===== src/rtl/id_ex_stage_if.sv =====
// rtl/id_ex_stage_if.sv - decode/forwarding inputs and EX-stage outputs of the ID/EX pipeline register
interface id_ex_stage_if #(
    parameter int XLEN   = 32,
    parameter int CTRL_W = 4
);
    logic              id_valid;
    logic [4:0]        id_rs1;
    logic [4:0]        id_rs2;
    logic [4:0]        id_rd;
    logic [XLEN-1:0]   id_rs1_data;
    logic [XLEN-1:0]   id_rs2_data;
    logic [XLEN-1:0]   id_imm;
    logic [CTRL_W-1:0] id_alu_ctrl;
    logic              id_alu_src;
    logic              id_mem_read;
    logic              id_mem_write;
    logic              id_reg_write;
    logic              hold;
    logic              flush;
    logic [4:0]        mem_rd;
    logic              mem_reg_write;
    logic [XLEN-1:0]   mem_result;
    logic [4:0]        wb_rd;
    logic              wb_reg_write;
    logic [XLEN-1:0]   wb_result;
    logic [XLEN-1:0]   alu_in_1;
    logic [XLEN-1:0]   alu_in_2;
    logic [CTRL_W-1:0] alu_ctrl;
    logic [XLEN-1:0]   ex_store_data;
    logic [4:0]        ex_rd;
    logic              ex_reg_write;
    logic              ex_mem_read;
    logic              ex_mem_write;
    logic              ex_valid;
    logic              load_use_stall;

    modport master (
        output id_valid, id_rs1, id_rs2, id_rd, id_rs1_data, id_rs2_data, id_imm,
               id_alu_ctrl, id_alu_src, id_mem_read, id_mem_write, id_reg_write,
               hold, flush, mem_rd, mem_reg_write, mem_result, wb_rd, wb_reg_write, wb_result,
        input  alu_in_1, alu_in_2, alu_ctrl, ex_store_data, ex_rd, ex_reg_write,
               ex_mem_read, ex_mem_write, ex_valid, load_use_stall
    );

    modport slave (
        input  id_valid, id_rs1, id_rs2, id_rd, id_rs1_data, id_rs2_data, id_imm,
               id_alu_ctrl, id_alu_src, id_mem_read, id_mem_write, id_reg_write,
               hold, flush, mem_rd, mem_reg_write, mem_result, wb_rd, wb_reg_write, wb_result,
        output alu_in_1, alu_in_2, alu_ctrl, ex_store_data, ex_rd, ex_reg_write,
               ex_mem_read, ex_mem_write, ex_valid, load_use_stall
    );
endinterface


===== src/rtl/id_ex_stage.sv =====
// rtl/id_ex_stage.sv - ID/EX pipeline register with operand forwarding and load-use hazard detect
module id_ex_stage #(
    parameter int XLEN   = 32,
    parameter int CTRL_W = 4
) (
    input  logic         clk,
    input  logic         rst_n,
    id_ex_stage_if.slave bus
);
    typedef struct packed {
        logic              valid;
        logic [4:0]        rs1;
        logic [4:0]        rs2;
        logic [4:0]        rd;
        logic [XLEN-1:0]   rs1_data;
        logic [XLEN-1:0]   rs2_data;
        logic [XLEN-1:0]   imm;
        logic [CTRL_W-1:0] alu_ctrl;
        logic              alu_src;
        logic              mem_read;
        logic              mem_write;
        logic              reg_write;
    } ex_reg_t;

    ex_reg_t         ex_q;
    ex_reg_t         ex_d;
    logic            stall;
    logic [XLEN-1:0] fwd_rs1;
    logic [XLEN-1:0] fwd_rs2;

    // A load still in EX cannot feed the instruction in decode; rs2 only matters
    // when it is a real register operand or store data.
    always_comb begin
        stall = 1'b0;
        if (ex_q.valid && ex_q.mem_read && (ex_q.rd != 5'd0) && bus.id_valid) begin
            if (bus.id_rs1 == ex_q.rd)
                stall = 1'b1;
            else if ((bus.id_rs2 == ex_q.rd) && (!bus.id_alu_src || bus.id_mem_write))
                stall = 1'b1;
        end
    end

    always_comb begin
        ex_d = '0;
        if (!bus.flush && !stall && bus.id_valid) begin
            ex_d.valid     = 1'b1;
            ex_d.rs1       = bus.id_rs1;
            ex_d.rs2       = bus.id_rs2;
            ex_d.rd        = bus.id_rd;
            ex_d.rs1_data  = bus.id_rs1_data;
            ex_d.rs2_data  = bus.id_rs2_data;
            ex_d.imm       = bus.id_imm;
            ex_d.alu_ctrl  = bus.id_alu_ctrl;
            ex_d.alu_src   = bus.id_alu_src;
            ex_d.mem_read  = bus.id_mem_read;
            ex_d.mem_write = bus.id_mem_write;
            ex_d.reg_write = bus.id_reg_write;
        end
    end

    always_ff @(posedge clk or negedge rst_n) begin
        if (!rst_n)
            ex_q <= '0;
        else if (!bus.hold)
            ex_q <= ex_d;
    end

    // Nearest producer wins; x0 is never forwarded.
    always_comb begin
        fwd_rs1 = ex_q.rs1_data;
        if (bus.mem_reg_write && (bus.mem_rd != 5'd0) && (bus.mem_rd == ex_q.rs1))
            fwd_rs1 = bus.mem_result;
        else if (bus.wb_reg_write && (bus.wb_rd != 5'd0) && (bus.wb_rd == ex_q.rs1))
            fwd_rs1 = bus.wb_result;
    end

    always_comb begin
        fwd_rs2 = ex_q.rs2_data;
        if (bus.mem_reg_write && (bus.mem_rd != 5'd0) && (bus.mem_rd == ex_q.rs2))
            fwd_rs2 = bus.mem_result;
        else if (bus.wb_reg_write && (bus.wb_rd != 5'd0) && (bus.wb_rd == ex_q.rs2))
            fwd_rs2 = bus.wb_result;
    end

    assign bus.alu_in_1       = fwd_rs1;
    assign bus.alu_in_2       = ex_q.alu_src ? ex_q.imm : fwd_rs2;
    assign bus.ex_store_data  = fwd_rs2;
    assign bus.alu_ctrl       = ex_q.alu_ctrl;
    assign bus.ex_rd          = ex_q.rd;
    assign bus.ex_reg_write   = ex_q.reg_write;
    assign bus.ex_mem_read    = ex_q.mem_read;
    assign bus.ex_mem_write   = ex_q.mem_write;
    assign bus.ex_valid       = ex_q.valid;
    assign bus.load_use_stall = stall;
endmodule


===== src/flat_wrapper.sv =====
// flat-port wrapper written by rule: the top's interface ports become plain ports
module id_ex_stage_flat 
#(
    parameter int XLEN   = 32,
    parameter int CTRL_W = 4
)
  (clk, rst_n, bus_id_valid, bus_id_rs1, bus_id_rs2, bus_id_rd, bus_id_rs1_data, bus_id_rs2_data, bus_id_imm, bus_id_alu_ctrl, bus_id_alu_src, bus_id_mem_read, bus_id_mem_write, bus_id_reg_write, bus_hold, bus_flush, bus_mem_rd, bus_mem_reg_write, bus_mem_result, bus_wb_rd, bus_wb_reg_write, bus_wb_result, bus_alu_in_1, bus_alu_in_2, bus_alu_ctrl, bus_ex_store_data, bus_ex_rd, bus_ex_reg_write, bus_ex_mem_read, bus_ex_mem_write, bus_ex_valid, bus_load_use_stall);
  id_ex_stage_if #(.XLEN(XLEN), .CTRL_W(CTRL_W)) bus_i ();
  input  logic clk;
  input  logic rst_n;
  input wire logic [$bits(bus_i.id_valid)-1:0] bus_id_valid;
  input wire logic [$bits(bus_i.id_rs1)-1:0] bus_id_rs1;
  input wire logic [$bits(bus_i.id_rs2)-1:0] bus_id_rs2;
  input wire logic [$bits(bus_i.id_rd)-1:0] bus_id_rd;
  input wire logic [$bits(bus_i.id_rs1_data)-1:0] bus_id_rs1_data;
  input wire logic [$bits(bus_i.id_rs2_data)-1:0] bus_id_rs2_data;
  input wire logic [$bits(bus_i.id_imm)-1:0] bus_id_imm;
  input wire logic [$bits(bus_i.id_alu_ctrl)-1:0] bus_id_alu_ctrl;
  input wire logic [$bits(bus_i.id_alu_src)-1:0] bus_id_alu_src;
  input wire logic [$bits(bus_i.id_mem_read)-1:0] bus_id_mem_read;
  input wire logic [$bits(bus_i.id_mem_write)-1:0] bus_id_mem_write;
  input wire logic [$bits(bus_i.id_reg_write)-1:0] bus_id_reg_write;
  input wire logic [$bits(bus_i.hold)-1:0] bus_hold;
  input wire logic [$bits(bus_i.flush)-1:0] bus_flush;
  input wire logic [$bits(bus_i.mem_rd)-1:0] bus_mem_rd;
  input wire logic [$bits(bus_i.mem_reg_write)-1:0] bus_mem_reg_write;
  input wire logic [$bits(bus_i.mem_result)-1:0] bus_mem_result;
  input wire logic [$bits(bus_i.wb_rd)-1:0] bus_wb_rd;
  input wire logic [$bits(bus_i.wb_reg_write)-1:0] bus_wb_reg_write;
  input wire logic [$bits(bus_i.wb_result)-1:0] bus_wb_result;
  output wire logic [$bits(bus_i.alu_in_1)-1:0] bus_alu_in_1;
  output wire logic [$bits(bus_i.alu_in_2)-1:0] bus_alu_in_2;
  output wire logic [$bits(bus_i.alu_ctrl)-1:0] bus_alu_ctrl;
  output wire logic [$bits(bus_i.ex_store_data)-1:0] bus_ex_store_data;
  output wire logic [$bits(bus_i.ex_rd)-1:0] bus_ex_rd;
  output wire logic [$bits(bus_i.ex_reg_write)-1:0] bus_ex_reg_write;
  output wire logic [$bits(bus_i.ex_mem_read)-1:0] bus_ex_mem_read;
  output wire logic [$bits(bus_i.ex_mem_write)-1:0] bus_ex_mem_write;
  output wire logic [$bits(bus_i.ex_valid)-1:0] bus_ex_valid;
  output wire logic [$bits(bus_i.load_use_stall)-1:0] bus_load_use_stall;
  assign bus_i.id_valid = bus_id_valid;
  assign bus_i.id_rs1 = bus_id_rs1;
  assign bus_i.id_rs2 = bus_id_rs2;
  assign bus_i.id_rd = bus_id_rd;
  assign bus_i.id_rs1_data = bus_id_rs1_data;
  assign bus_i.id_rs2_data = bus_id_rs2_data;
  assign bus_i.id_imm = bus_id_imm;
  assign bus_i.id_alu_ctrl = bus_id_alu_ctrl;
  assign bus_i.id_alu_src = bus_id_alu_src;
  assign bus_i.id_mem_read = bus_id_mem_read;
  assign bus_i.id_mem_write = bus_id_mem_write;
  assign bus_i.id_reg_write = bus_id_reg_write;
  assign bus_i.hold = bus_hold;
  assign bus_i.flush = bus_flush;
  assign bus_i.mem_rd = bus_mem_rd;
  assign bus_i.mem_reg_write = bus_mem_reg_write;
  assign bus_i.mem_result = bus_mem_result;
  assign bus_i.wb_rd = bus_wb_rd;
  assign bus_i.wb_reg_write = bus_wb_reg_write;
  assign bus_i.wb_result = bus_wb_result;
  assign bus_alu_in_1 = bus_i.alu_in_1;
  assign bus_alu_in_2 = bus_i.alu_in_2;
  assign bus_alu_ctrl = bus_i.alu_ctrl;
  assign bus_ex_store_data = bus_i.ex_store_data;
  assign bus_ex_rd = bus_i.ex_rd;
  assign bus_ex_reg_write = bus_i.ex_reg_write;
  assign bus_ex_mem_read = bus_i.ex_mem_read;
  assign bus_ex_mem_write = bus_i.ex_mem_write;
  assign bus_ex_valid = bus_i.ex_valid;
  assign bus_load_use_stall = bus_i.load_use_stall;
  id_ex_stage #(.XLEN(XLEN), .CTRL_W(CTRL_W)) u_core (.clk(clk), .rst_n(rst_n), .bus(bus_i));
endmodule

===== config.mk =====
export PLATFORM = sky130hd
export DESIGN_NAME = id_ex_stage_flat
export DESIGN_NICKNAME = d
export VERILOG_FILES = /design/src/rtl/id_ex_stage_if.sv /design/src/rtl/id_ex_stage.sv /design/src/flat_wrapper.sv
export SDC_FILE = /design/constraint.sdc
export NUM_CORES = 1
export LEC_CHECK = 0
export ABC_AREA = 1
export CAP_MARGIN = 25
export CORE_MARGIN = 3
export CORE_UTILIZATION = 40
export DETAILED_ROUTE_END_ITERATION = 12
export PLACE_DENSITY = 0.81
export SLEW_MARGIN = 20
export SYNTH_ARGS = -nofsm -noshare
export SYNTH_HDL_FRONTEND = slang
export SYNTH_SLANG_ARGS = --single-unit

===== constraint.sdc =====
create_clock -name clk -period 2.4 [get_ports clk]
set_input_delay 0.72 -clock clk [delete_from_list [all_inputs] [get_ports clk]]
set_output_delay 0.72 -clock clk [all_outputs]
set_load 0.1 [all_outputs]

; Word level (Yosys, flattened, before mapping)
; Cells that the tools add are included.
[op_classes]
eq_ne = 6
mux = 9
reduce_logical = 19
[ops]
columns = operator, n
row1 = $mux W32, 5
row2 = $mux W120, 1
row3 = $eq A5 B5 Y1, 6
row4 = $reduce_bool A5 Y1, 3
row5 = $logic_and A1 B1 Y1, 12
row6 = $logic_not A1 Y1, 3
row7 = $mux W1, 3
row8 = $logic_or A1 B1 Y1, 1
[word_totals]
register_bits = 120
input_bits = 200
output_inout_bits = 110
wordCells = 46

; Longest topological paths before layout
[depth]
word_depth = 10
mapped_depth = 11
ltp_nobuf = 10

; Worst setup path after synthesis
; No wires, ideal clock.
[synth_path]
path_kind = input-to-output
startpoint = in bus_mem_rd[0]
endpoint = out bus_alu_in_1[14]
arrival_ns = 3.581
slack_ns = -1.901
cell_stages = 6
path_cell_list = xnor2_1 -> nand2_1 -> nor3_2 -> nand3_2 -> clkbuf_1 -> o21ai_0
[synth_via]
elab_chain_cells = 4
word_cells_on_any_way = 5
classes_between = 1 x eq/ne / 1 x mux / 3 x reduce/logical
[synth_rtl]
columns = element, line
row1 = "start, declared", flat_wrapper.sv:25  ; input wire logic [$bits(bus_i.mem_rd)-1:0] bus_mem_rd;
row2 = $reduce_bool A5 Y1, id_ex_stage.sv:71  ; if (bus.mem_reg_write && (bus.mem_rd != 5'd0) && (bus.mem_rd == ex_q.rs1))
row3 = $logic_and A1 B1 Y1, id_ex_stage.sv:71
row4 = $logic_and A1 B1 Y1 (*), id_ex_stage.sv:71
row5 = $mux W32 (*), id_ex_stage.sv:71
row6 = "end, declared", flat_wrapper.sv:31  ; output wire logic [$bits(bus_i.alu_in_1)-1:0] bus_alu_in_1;
; Every way passes the cells marked *; elsewhere a longest branch is shown, timed or not.

; Worst setup path after layout
[layout_path]
startpoint = reg u_core.ex_q[109] in the netlist's numbering
endpoint = out bus_alu_in_2[9]
[layout_via]
elab_chain_cells = 5
word_cells_on_any_way = 7
classes_between = 2 x eq/ne / 3 x mux / 2 x reduce/logical
[layout_rtl]
columns = element, line
row1 = "start, declared", id_ex_stage.sv:25  ; ex_reg_t ex_q;
row2 = "start signal, assigned", id_ex_stage.sv:63  ; ex_q <= '0;
row3 = "start signal, assigned", id_ex_stage.sv:65  ; ex_q <= ex_d;
row4 = $eq A5 B5 Y1, id_ex_stage.sv:81  ; else if (bus.wb_reg_write && (bus.wb_rd != 5'd0) && (bus.wb_rd == ex_q.rs2))
row5 = $logic_and A1 B1 Y1, id_ex_stage.sv:81
row6 = $mux W32, id_ex_stage.sv:81
row7 = $mux W32 (*), id_ex_stage.sv:79  ; if (bus.mem_reg_write && (bus.mem_rd != 5'd0) && (bus.mem_rd == ex_q.rs2))
row8 = $mux W32 (*), id_ex_stage.sv:86  ; assign bus.alu_in_2 = ex_q.alu_src ? ex_q.imm : fwd_rs2;
row9 = "end, declared", flat_wrapper.sv:32  ; output wire logic [$bits(bus_i.alu_in_2)-1:0] bus_alu_in_2;
; Marked as above.

==> flow_summary.json <==
{
  "status": "finished with violations",
  "failed_checks": "setup timing",
  "synth.area.top_cells": "dfrtp_1 39%, nand2_1 19%, nand3_1 18%",
  "yosys-top-cells-count": "382 x nand2_1, 280 x nand3_1, 120 x dfrtp_1",
  "yosysTopAreaCell": "dfrtp_1",
  "cts_sinks": 120,
  "grt_use_total_pct": 35.8,
  "n_antenna_cell": 0,
  "dpl_cell_area_um2": 13100,
  "place.gp.congestion": 0.891,
  "syn_area_um2": 7700,
  "peakVddDrop_mv": 0.518,
  "grt_pass1_wl_um": 57200,
  "drt_drc_violations_left": 0,
  "synth_edf_count": 0,
  "start_util_pct": 40.9,
  "crit_type": "reg -> out",
  "p_per_area_nw_per_um2": 539,
  "dieArea_um2": 21000,
  "h-tree-depth": 4,
  "syn_area_per_cell_um2": 6.78,
  "rows": 50,
  "clock_skew_ns": 0.0137,
  "drv_slew": 0,
  "final_antenna_net_count": 0,
  "syn_nets": 1336,
  "endpoint_kind": "output pin",
  "synth_ff_type": "dfrtp_1",
  "max_slew.worst_pin.slew_ns": 0.573,
  "num-nets-final": 1678,
  "fin_tns_setup_ns": -57.05,
  "ys_warn_count": 0,
  "grt_max_degree": 121,
  "crit_path_start_kind": "flip-flop",
  "cts_buffer_depth": 2,
  "crit_start": "u_core.ex_q[109]",
  "cts_tree": "done",
  "drive_gt1_share_pct": 38.8,
  "timing.hold.ws_ns": 0.195,
  "leakage_nw": 7.44,
  "rsz0062_at_grt": "yes",
  "holdBufCountCts": 0,
  "ys_seq_elements": 120,
  "antenna_found_initial": 1,
  "ioPinCount": 310,
  "finalWorstSetupSlack_ns": -0.690,
  "vias_per_cell": 5.70,
  "final-hold-violation-count": 0,
  "rrSetupSlack_ns": 0.25,
  "critPathArrivalTime_ns": 2.37,
  "timing.fmax_ghz": 0.324,
  "drt_iter0_markers": 878,
  "worstHoldPathType": "in -> async",
  "wl_um": 41200,
  "syn_inst": 1136,
  "stdcell_area_um2": 15700,
  "grt_pass1_vias": 10262,
  "cts-root-buf": "clkbuf_16",
  "syn2layout_area_growth_pct": 104,
  "cp.required_ns": 1.68,
  "synthArstFlopShare_pct": 100,
  "dpl.hpwl_um": 22500,
  "fin_crit_ns": 3.09,
  "vias": 9989,
  "cts_made_buffers": 17,
  "wl_per_cell_um": 23.5,
  "clk_transition_reported_paths_ns": 0.06,
  "synth.most_common_cell": "nand2_1",
  "grt.overflow.total": 0,
  "crit_fanout": 11,
  "io_buffers": 309,
  "yosysSeqAreaShare_pct": 39.0,
  "slew_headroom_pct": 61.8,
  "clk_latency_ns": 0.43,
  "r2r-start": "u_core.bus.ex_rd[0]",
  "fin_total_pwr_mw": 8.46,
  "setup_viol": 96,
  "netlist.area_leader.share_pct": 39.0,
  "drtPass1Iterations": 7,
  "drv_cap": 0,
  "period_share_pct": 129,
  "fp.dieW_um": 145,
  "core_um2": 18800,
  "fp.dieH_um": 145,
  "yosys.cell_types.count": 26
}
-- cell families after synthesis --
family / after synthesis / synth area share (%)
buf+inv: 200 / 11.4
simple gates: 755 / 44.3
flops: 120 / 39.0
compound gates: 35 / 2.32
xor+xnor: 26 / 2.96
-- layout by cell type (no fill, tap or decap), drive strengths merged, types with 3 or more instances in the layout --
cell | Yosys | final
xnor2 | 13 | 13
clkdlybuf4s15 | 0 | 3
clkinvlp | 0 | 5
and2 | 32 | 32
nand3 | 282 | 282
clkdlybuf4s50 | 0 | 172
nor2 | 15 | 15
bufinv | 0 | 3
nand2 | 384 | 384
dfrtp | 120 | 120
inv | 109 | 110
o21ai | 35 | 35
clkinv | 0 | 5
xor2 | 13 | 13
buf | 59 | 225
nor3 | 5 | 5
dlygate4sd2 | 0 | 5
clkbuf | 32 | 26
nand4 | 35 | 35
-- stage by stage --
step | util (%) | instances | setup WS, ns
after floorplan | - | 1136 | -0.391
after global placement | 69.5 | 1686 | -0.868
after detailed placement | 69.5 | 1686 | -0.939
after CTS | 80.2 | 1741 | -0.584
after global routing | 83.3 | 1751 | -0.761
final | 83.3 | 1751 | -0.690
-- layer usage --
layer | global-route usage (%) | share of wire [%]
met4 | 21.0 | 7.6
met2 | 62.0 | 49
met5 | 0 | 0.032
met1 | 39.2 | 33
met3 | 9.96 | 10
-- worst max-delay path, cell delays in order (launching register included) --
cell and delay (ns):
dfrtp_2 0.45, xnor2_2 0.23, nand2_2 0.13, nor2_4 0.12, buf_12 0.14, buf_12 0.13, nand4_1 0.16, nand3_2 0.17
nand3_4 0.11, nand2_4 0.11, buf_12 0.17
-- registers in the layout, summed over array words and instances (netlist names) --
name,flops
u_core.ex_q,107
u_core.bus.ex_rd,5
u_core.bus.alu_ctrl,4
u_core.bus.ex_mem_read,1
u_core.bus.ex_mem_write,1
u_core.bus.ex_reg_write,1
u_core.bus.ex_valid,1
-- power breakdown --
group	internal [mW]	switching [mW]	leakage (nW)
clock	1.64	1.09	0.283
sequential	2.14	0.0948	1.60
combinational	1.33	2.17	5.55
-- final timing paths --
kind                                   end  cells past startpoint
max reg2reg                u_core.ex_q[83]                     11
max                        bus_alu_in_2[9]                     10
min in group clk           u_core.ex_q[19]                      2
min reg2reg                u_core.ex_q[19]                      2
min                        u_core.ex_q[88]                      1
max in group asynchronous  u_core.ex_q[68]                      2
-- area by class of cell --
type,instances,area (um^2)
multi-input combinational,816,5890
timing repair buffer,414,5440
fill,1017,3140
sequential,120,3020
clock buffer,18,429
inverter,109,413
tap,260,325
clock inverter,14,174
-- timing repair --
item	in CTS	in global routing
pin swaps	58	39
cloned	9	7
setup endpoints to repair	97	97
buffers inserted	14	5
resized for setup	304	93
No activity file was read; power rests on OpenSTA's default activity.
